**config.mk**
```make
export PLATFORM = sky130hd
export DESIGN_NAME = clkdiv_bank
export DESIGN_NICKNAME = d
export VERILOG_FILES = /design/src/rtl/clkdiv_pkg.sv /design/src/rtl/clkdiv_channel.sv /design/src/rtl/clkdiv_bank.sv
export SDC_FILE = /design/constraint.sdc
export NUM_CORES = 1
export LEC_CHECK = 0
export ABC_CLOCK_PERIOD_IN_PS = 6000
export CAP_MARGIN = 20
export CORE_MARGIN = 2
export CORE_UTILIZATION = 55
export DETAILED_ROUTE_END_ITERATION = 10
export MAX_ROUTING_LAYER = met4
export PLACE_DENSITY = 0.74
export SLEW_MARGIN = 20
export SYNTH_ARGS = -nofsm -noshare
export SYNTH_HDL_FRONTEND = slang
export SYNTH_SLANG_ARGS = --single-unit
```
**constraint.sdc**
```tcl
create_clock -name clk -period 6 [get_ports clk]
set_clock_uncertainty 0.05 [all_clocks]
set_input_delay 1.2 -clock clk [delete_from_list [all_inputs] [get_ports clk]]
set_output_delay 1.2 -clock clk [all_outputs]
set_load 0.005 [all_outputs]
```
**src/rtl/clkdiv_pkg.sv**
```systemverilog
// Shared constants for the programmable clock-divider bank.
package clkdiv_pkg;

   localparam int unsigned CLK_FREQ_HZ    = 100_000_000;
   localparam int unsigned NUM_CH_MAX     = 16;
   localparam int unsigned CFG_CH_W       = $clog2(NUM_CH_MAX);
   localparam int unsigned CNT_W_DEF      = 32;
   // Half-period giving a 1 Hz output from the board clock
   localparam int unsigned DEFAULT_HP_DEF = CLK_FREQ_HZ / 2;

endpackage : clkdiv_pkg

```
**src/rtl/clkdiv_channel.sv**
```systemverilog
// One divider channel: shadow/active half-period, counter, square-wave output and rise tick.
module clkdiv_channel
   import clkdiv_pkg::*;
#(
   parameter int unsigned CNT_W      = CNT_W_DEF,
   parameter int unsigned DEFAULT_HP = DEFAULT_HP_DEF
) (
   input  logic             clk,
   input  logic             rst_n,
   input  logic             en,
   input  logic             sync,
   input  logic             we,
   input  logic [CNT_W-1:0] hp_in,
   output logic             clk_out,
   output logic             tick
);

   logic [CNT_W-1:0] hp_sh_q, hp_sh_d;
   logic [CNT_W-1:0] hp_act_q, hp_act_d;
   logic [CNT_W-1:0] cnt_q, cnt_d;
   logic             out_q, out_d;
   logic             tick_q, tick_d;

   // Next-state: disable/sync restart, park on zero half-period, otherwise count to boundary
   always_comb begin
      hp_sh_d  = we ? hp_in : hp_sh_q;
      hp_act_d = hp_act_q;
      cnt_d    = cnt_q;
      out_d    = out_q;
      tick_d   = 1'b0;
      if (!en || sync || (hp_act_q == '0)) begin
         cnt_d    = '0;
         out_d    = 1'b0;
         hp_act_d = hp_sh_q;
      end else if (cnt_q == hp_act_q - CNT_W'(1)) begin
         // Toggle boundary: the only point where a new half-period is adopted
         out_d    = ~out_q;
         tick_d   = ~out_q;
         cnt_d    = '0;
         hp_act_d = hp_sh_q;
      end else begin
         cnt_d    = cnt_q + CNT_W'(1);
      end
   end

   // State registers
   always_ff @(posedge clk or negedge rst_n) begin
      if (!rst_n) begin
         hp_sh_q  <= CNT_W'(DEFAULT_HP);
         hp_act_q <= CNT_W'(DEFAULT_HP);
         cnt_q    <= '0;
         out_q    <= 1'b0;
         tick_q   <= 1'b0;
      end else begin
         hp_sh_q  <= hp_sh_d;
         hp_act_q <= hp_act_d;
         cnt_q    <= cnt_d;
         out_q    <= out_d;
         tick_q   <= tick_d;
      end
   end

   assign clk_out = out_q;
   assign tick    = tick_q;

endmodule : clkdiv_channel

```
**src/rtl/clkdiv_bank.sv**
```systemverilog
// Bank of independent programmable clock dividers sharing one clock, config port and sync.
module clkdiv_bank
   import clkdiv_pkg::*;
#(
   parameter int unsigned NUM_CH     = 8,
   parameter int unsigned CNT_W      = CNT_W_DEF,
   parameter int unsigned DEFAULT_HP = DEFAULT_HP_DEF
) (
   input  logic                clk,
   input  logic                rst_n,
   input  logic [NUM_CH-1:0]   ch_en,
   input  logic                sync,
   input  logic                cfg_we,
   input  logic [CFG_CH_W-1:0] cfg_ch,
   input  logic [CNT_W-1:0]    cfg_hp,
   output logic [NUM_CH-1:0]   clk_out,
   output logic [NUM_CH-1:0]   tick
);

   logic [NUM_CH-1:0] ch_we;

   // One channel per output; writes to channel numbers beyond the bank match no decoder
   for (genvar i = 0; i < NUM_CH; i++) begin : g_ch
      assign ch_we[i] = cfg_we && (cfg_ch == CFG_CH_W'(i));

      clkdiv_channel #(
         .CNT_W      (CNT_W),
         .DEFAULT_HP (DEFAULT_HP)
      ) u_ch (
         .clk     (clk),
         .rst_n   (rst_n),
         .en      (ch_en[i]),
         .sync    (sync),
         .we      (ch_we[i]),
         .hp_in   (cfg_hp),
         .clk_out (clk_out[i]),
         .tick    (tick[i])
      );
   end

endmodule : clkdiv_bank

```
# ---- After elaboration in Yosys (flattened, before gate mapping)
# Index checks and enable logic that the tools add are counted.
dict set report totals {
  elab_cells 192
  n_memories 0
  out_inout_bits 16
  rom_bits 0
  latch_bits 0
  ramBits 0
  in_bits 48
  regBits 784
}
dict set report classes {
  div_mod_pow 0
  mul 0
  mux 64
  n_reduce_logical 49
  bitwise_logic 8
  n_shift 0
  n_eq_ne 15
  order_cmp 0
  add_sub_neg 16
}
# cell count
set ops {}
lappend ops {{2-to-1 mux 32 bit} 32}
lappend ops {{adder 32 x 1 -> 32 bit, second input constant} 8}
lappend ops {{== test 32 bit} 8}
lappend ops {{logical NOT 32 bit} 8}
lappend ops {{subtractor 32 x 1 -> 32 bit, second input constant} 8}
lappend ops {{2-to-1 mux 1 bit} 32}
lappend ops {{== test 4 x 3 -> 1 bit, second input constant} 4}
lappend ops {{logical OR 1 bit} 16}
lappend ops {{nonzero test 2 bit} 8}
lappend ops {{== test 4 x 2 -> 1 bit, second input constant} 2}
lappend ops {{logical AND 1 bit} 8}
lappend ops {{logical NOT 1 bit} 8}
lappend ops {{inverter 1 bit} 8}
lappend ops {{== test 4 x 1 -> 1 bit, second input constant} 1}
lappend ops {{logical NOT 4 bit} 1}

# ---- Depth between registers and ports, before layout
dict set report depth {
  word_depth 4
  mapped_depth 15
}

# ---- Hierarchy
# A second synthesis with hierarchy kept.
dict set report unflattened {
  hier_cells 3871
  hier_area_um2 43186.4
}
# module area_each_um2 n_inst cells_per_inst
set by_module_without_submodules {}
lappend by_module_without_submodules {{clkdiv_channel at g_ch[0].u_ch ...} 5398.9 6 483}
lappend by_module_without_submodules {{clkdiv_channel at g_ch[6].u_ch ...} 5360.1 2 480}
lappend by_module_without_submodules {clkdiv_bank 72.6 1 13}

# ---- Worst setup path after synthesis
# OpenSTA, ideal clock, no wires.
dict set report synth_path {
  path_type {register to register}
  startpoint {register g_ch[7].u_ch.hp_act_q[2]}
  endpoint {register g_ch[7].u_ch.hp_act_q[29]}
  n_path_buf 2
  arrival_ps 3809
  path_stages_with_launch 12
  synth_period_minus_slack_ps 3986
  slack_ps 2014
  required_ps 5823
  cell_sequence {dfrtp_1 -> or4_4 -> or4_1 -> nor4b_1 -> xnor2_1 -> nand4_1 -> or4_4 -> nor4b_4 -> or2_1 -> buf_6 -> buf_8 -> mux2_1}
}
dict set report synth_between {
  elab_chain_cells 3
  word_cells_on_any_way 6
  cone_classes {1 x add/sub; 1 x eq/ne; 1 x mux; 3 x reduce/logical}
}
# item line_no
set synth_rtl {}
lappend synth_rtl {{start, declared} clkdiv_channel.sv:19} ;# logic [CNT_W-1:0] hp_act_q, hp_act_d;
lappend synth_rtl {{start signal, assigned} clkdiv_channel.sv:50} ;# hp_act_q <= CNT_W'(DEFAULT_HP);
lappend synth_rtl {{start signal, assigned} clkdiv_channel.sv:56} ;# hp_act_q <= hp_act_d;
lappend synth_rtl {{subtractor 32 x 1 -> 32 bit / logical NOT 32 bit (equally long branches)} {clkdiv_channel.sv:35, clkdiv_channel.sv:31}}
lappend synth_rtl {{== test 32 bit / logical OR 1 bit (equally long branches)} {clkdiv_channel.sv:35, clkdiv_channel.sv:31}}
lappend synth_rtl {{nonzero test 2 bit (no line) / 2-to-1 mux 32 bit (equally long branches)} -}
# Parallel ways exist; a longest one is shown, timed or not.
# A chain may end at the register's enable or synchronous reset.

# ---- Worst setup path in the final report
dict set report layout_path {
  startpoint {register g_ch[7].u_ch.hp_act_q[2]}
  endpoint {register g_ch[7].u_ch.cnt_q[10]}
}
dict set report layout_between {
  elab_chain_cells 4
  word_cells_on_any_way 6
  cone_classes {1 x add/sub; 1 x eq/ne; 2 x mux; 2 x reduce/logical}
}
# item line_no
set layout_rtl {}
lappend layout_rtl {{subtractor 32 x 1 -> 32 bit} clkdiv_channel.sv:35} ;# end else if (cnt_q == hp_act_q - CNT_W'(1)) begin
lappend layout_rtl {{== test 32 bit} clkdiv_channel.sv:35}
lappend layout_rtl {{2-to-1 mux 32 bit} clkdiv_channel.sv:35}
lappend layout_rtl {{2-to-1 mux 32 bit (*)} clkdiv_channel.sv:31} ;# if (!en || sync || (hp_act_q == '0)) begin
lappend layout_rtl {{named net g_ch[7].u_ch.cnt_d[10]} clkdiv_channel.sv:20} ;# logic [CNT_W-1:0] cnt_q, cnt_d;
lappend layout_rtl {{end signal, assigned} clkdiv_channel.sv:57} ;# cnt_q <= cnt_d;
lappend layout_rtl {{end, declared} clkdiv_channel.sv:20}
# Mark *: on every way through the listed nets, which the timed path passes. The rest lies on a longest branch.

==> results_dict.tcl <==
set metrics [dict create \
    status "finished, final reports clean" \
    rsz0062_at_grt "no" \
    r2r_start "g_ch[7].u_ch.hp_act_q[2]" \
    startpoint "g_ch[7].u_ch.hp_act_q[2]" \
    avgSynthCellArea_um2 10.9 \
    slew_headroom 0.247 \
    post-cts-setup-buffers 0 \
    drtIter0Drc 2280 \
    syn-num-nets 3862 \
    design.core.area_um2 74600 \
    worstSetupPathType "register to register" \
    clockBufferDepth 3 \
    rows 100 \
    async_reset_ff_frac 1.00 \
    antenna_found_initial 6 \
    die_w_um 279 \
    synth-seq-cells 784 \
    final-setup-viol-count 0 \
    route.detailed.drc 0 \
    crit_arrival_ps 5350 \
    wl_met2_um 44900 \
    final_util 0.613 \
    cts_num_sinks 784 \
    ir_worst_vdd_v 0.000220 \
    reg2reg_depth 10 \
    synth-simple-area-share 0.184 \
    fin_crit_sh 0.818 \
    final_nets 3881 \
    start_util 0.556 \
    clk_pin_slew_ps 60 \
    cts_root_buf "clkbuf_16" \
    grt_pass1_vias 28115 \
    io_pins 64 \
    hpwl_um 64400 \
    fp.dieArea_um2 77600 \
    clk_latency_ps 630 \
    synthAdderAreaFrac 0.00483 \
    synth-xor-area-share 0.117 \
    grt_max_degree 148 \
    r2r-end "g_ch[7].u_ch.cnt_q[10]" \
    htree_levels 3 \
    routed.top_layer "met4" \
    path_max_fanout 32 \
    whs_ps 430 \
    avgViaCountPerCell 5.95 \
    power-per-cell-area_nw_per_um2 345 \
    synth_warnings 0 \
    multi_input_area_um2 20600 \
    cts_buffers 81 \
    synth_top_flop_cell "dfrtp_1" \
    cp-end-kind "register" \
    p_leak_uw 0.0184 \
    grt_pass1_wl_um 157000 \
    seqCellArea_um2 19900 \
    areaGrowthSynthToFinish_pct 10.2 \
    preCtsSetupSlack_ps 1100 \
    worst_slack_ps 1090 \
    tritoncts "yes" \
    wl_met1_um 44800 \
    drt_wl_total_um 97800 \
    synth-compound-area-share 0.0422 \
    synth_edf_count 0 \
    yosys.cell_types.count 92 \
    r2r_slack_ps 1090 \
    postSynthCellCount 3798 \
    fill_cells 5990 \
    drive_above_1_share 0.231 \
    endpoint "g_ch[7].u_ch.cnt_q[10]" \
    wl_met3_um 5040 \
    overflow 0 \
    cts_resized 0 \
    ys_seq_area_frac 0.479 \
    cp.required_ps 6440 \
    io_buffers 63 \
    design_area_um2 45700 \
    synth_top_family_by_area "simple AND/OR/NAND/NOR gates" \
    drtAntennaViolNets 0 \
    fin_crit_ps 4910 \
    synth.largest_area_cell "dfrtp_1" \
    synth_area_um2 41500 \
    wire_per_inst_um 20.1 \
    slew_viol_final 0 \
    max_clock_freq_mhz 204 \
    synth.top_cell.area_share 0.357 \
    die_height_um 279 \
    drt-pass1-iter-count 5 \
    worst_pin_slew_ps 1130 \
    num_vias 28881 \
    place_area_um2 42900 \
    drv_cap 0 \
    gr-usage-all-layers 0.262 \
    finalSetupTns_ps 0 \
    synthTopCellsByArea "dfrtp_1 (36%), mux2_2 (12%), dfstp_2 (12%)" \
    worstSetupStartpointType "register" \
    hold_path_class "register to register" \
    cts_hold_buffers 0 \
    finalWeightedCongestion 0.939 \
    hold_violations 0 \
    synth_mux_area_frac 0.148 \
]
-- routing by layer --
metal,vias to the layer above,track usage
li1,13526,-
met1,14531,0.364
met2,672,0.400
met3,152,0.0331
met4,0,0.0868
met5,-,-
-- registers in the layout (all words and copies together) (netlist names) --
register	count
g_ch.u_ch.clk_out	8
g_ch.u_ch.cnt_q	256
g_ch.u_ch.hp_act_q	256
g_ch.u_ch.hp_sh_q	256
g_ch.u_ch.tick	8
-- where the power goes --
part / switching (uW) / internal [uW] / leakage [uW]
registers: 991 / 6400 / 0.00973
clock network: 2130 / 3110 / 0.00137
logic: 1530 / 1610 / 0.00731
total: 4650 / 11100 / 0.0184
-- worst max-delay path, stage by stage, from the launching register on --
cell	delay, ps
dfrtp_1	450
or4_4	650
or4_1	640
nor4b_1	400
xnor2_1	170
nand4_1	140
or4_4	570
nor4b_4	390
or2_2	840
buf_4	400
nor2_1	80
-- Yosys cell counts, types with 17 or more instances --
library cell and count:
a21oi_1 37, a31oi_1 28, and3_1 81, buf_2 25, buf_4 27, clkbuf_1 94
dfrtp_1 592, dfstp_2 192, inv_1 52, mux2_1 44, mux2_2 453, mux2_4 20
mux2i_1 22, nand2_1 176, nand2b_1 39, nand3_1 137, nand3b_1 23, nand4_1 62
nand4b_1 19, nor2_1 403, nor2b_1 35, nor3_1 134, nor3b_1 20, nor4_1 93
nor4b_1 19, o21ai_0 46, or2_2 17, or3_1 47, or4_1 55, xnor2_1 281
xor2_1 273
-- cells by family (layout without fill, tap and decap cells) --
| family | after synthesis | after routing |
|---|---|---|
| mux | 540 | 540 |
| buf+inv | 220 | 307 |
| compound gates | 252 | 252 |
| simple gates | 1432 | 1432 |
| xor+xnor | 554 | 554 |
| flops | 784 | 784 |
| fa+ha+maj | 16 | 16 |
| other cells | 0 | 1 |
-- layout by cell type, fill, tap and decap left out, types with 55 or more instances in the layout --
master           Yosys  layout
and3_1              81      81
clkbuf_16            0      85
clkdlybuf4s50_1      0      61
dfrtp_1            592     592
dfstp_2            192     192
mux2_2             453     453
nand2_1            176     175
nand3_1            137     137
nand4_1             62      62
nor2_1             403     401
nor3_1             134     134
nor4_1              93      93
or4_1               55      55
xnor2_1            281     281
xor2_1             273     273
-- worst min-delay path by stage --
| stage | startpoint | to | slack (ps) | cells past startpoint |
|---|---|---|---|---|
| 2_1_floorplan | g_ch[1].u_ch.clk_out | g_ch[1].u_ch.tick | 400 | 1 |
| 3_3_place_gp | g_ch[1].u_ch.clk_out | g_ch[1].u_ch.tick | 410 | 1 |
| 3_5_place_dp | g_ch[4].u_ch.hp_sh_q[28] | g_ch[4].u_ch.hp_act_q[28] | 420 | 1 |
| 4_1_cts | g_ch[2].u_ch.hp_sh_q[3] | g_ch[2].u_ch.hp_act_q[3] | 430 | 1 |
| 5_1_grt | g_ch[5].u_ch.hp_sh_q[11] | g_ch[5].u_ch.hp_act_q[11] | 450 | 1 |
| 6_report | g_ch[6].u_ch.clk_out | g_ch[6].u_ch.tick | 430 | 1 |
-- area by class of cell --
| class | count | share of cell area |
|---|---|---|
| Multi-Input combinational cell | 2794 | 0.451 |
| Sequential cell | 784 | 0.435 |
| Clock buffer | 112 | 0.0516 |
| Tap cell | 969 | 0.0265 |
| Timing Repair Buffer | 104 | 0.0225 |
| Clock inverter | 39 | 0.00972 |
| Inverter | 52 | 0.00427 |
| Antenna cell | 1 | 0.0000548 |
-- through the flow --
stage,power (uW),instances
detailed placement,10600,4703
finish,15800,4855
global route,16600,4854
floorplan,9580,3798
CTS,15900,4854
global placement,10400,4703
Note: power is estimated with default switching activity, not from simulation.
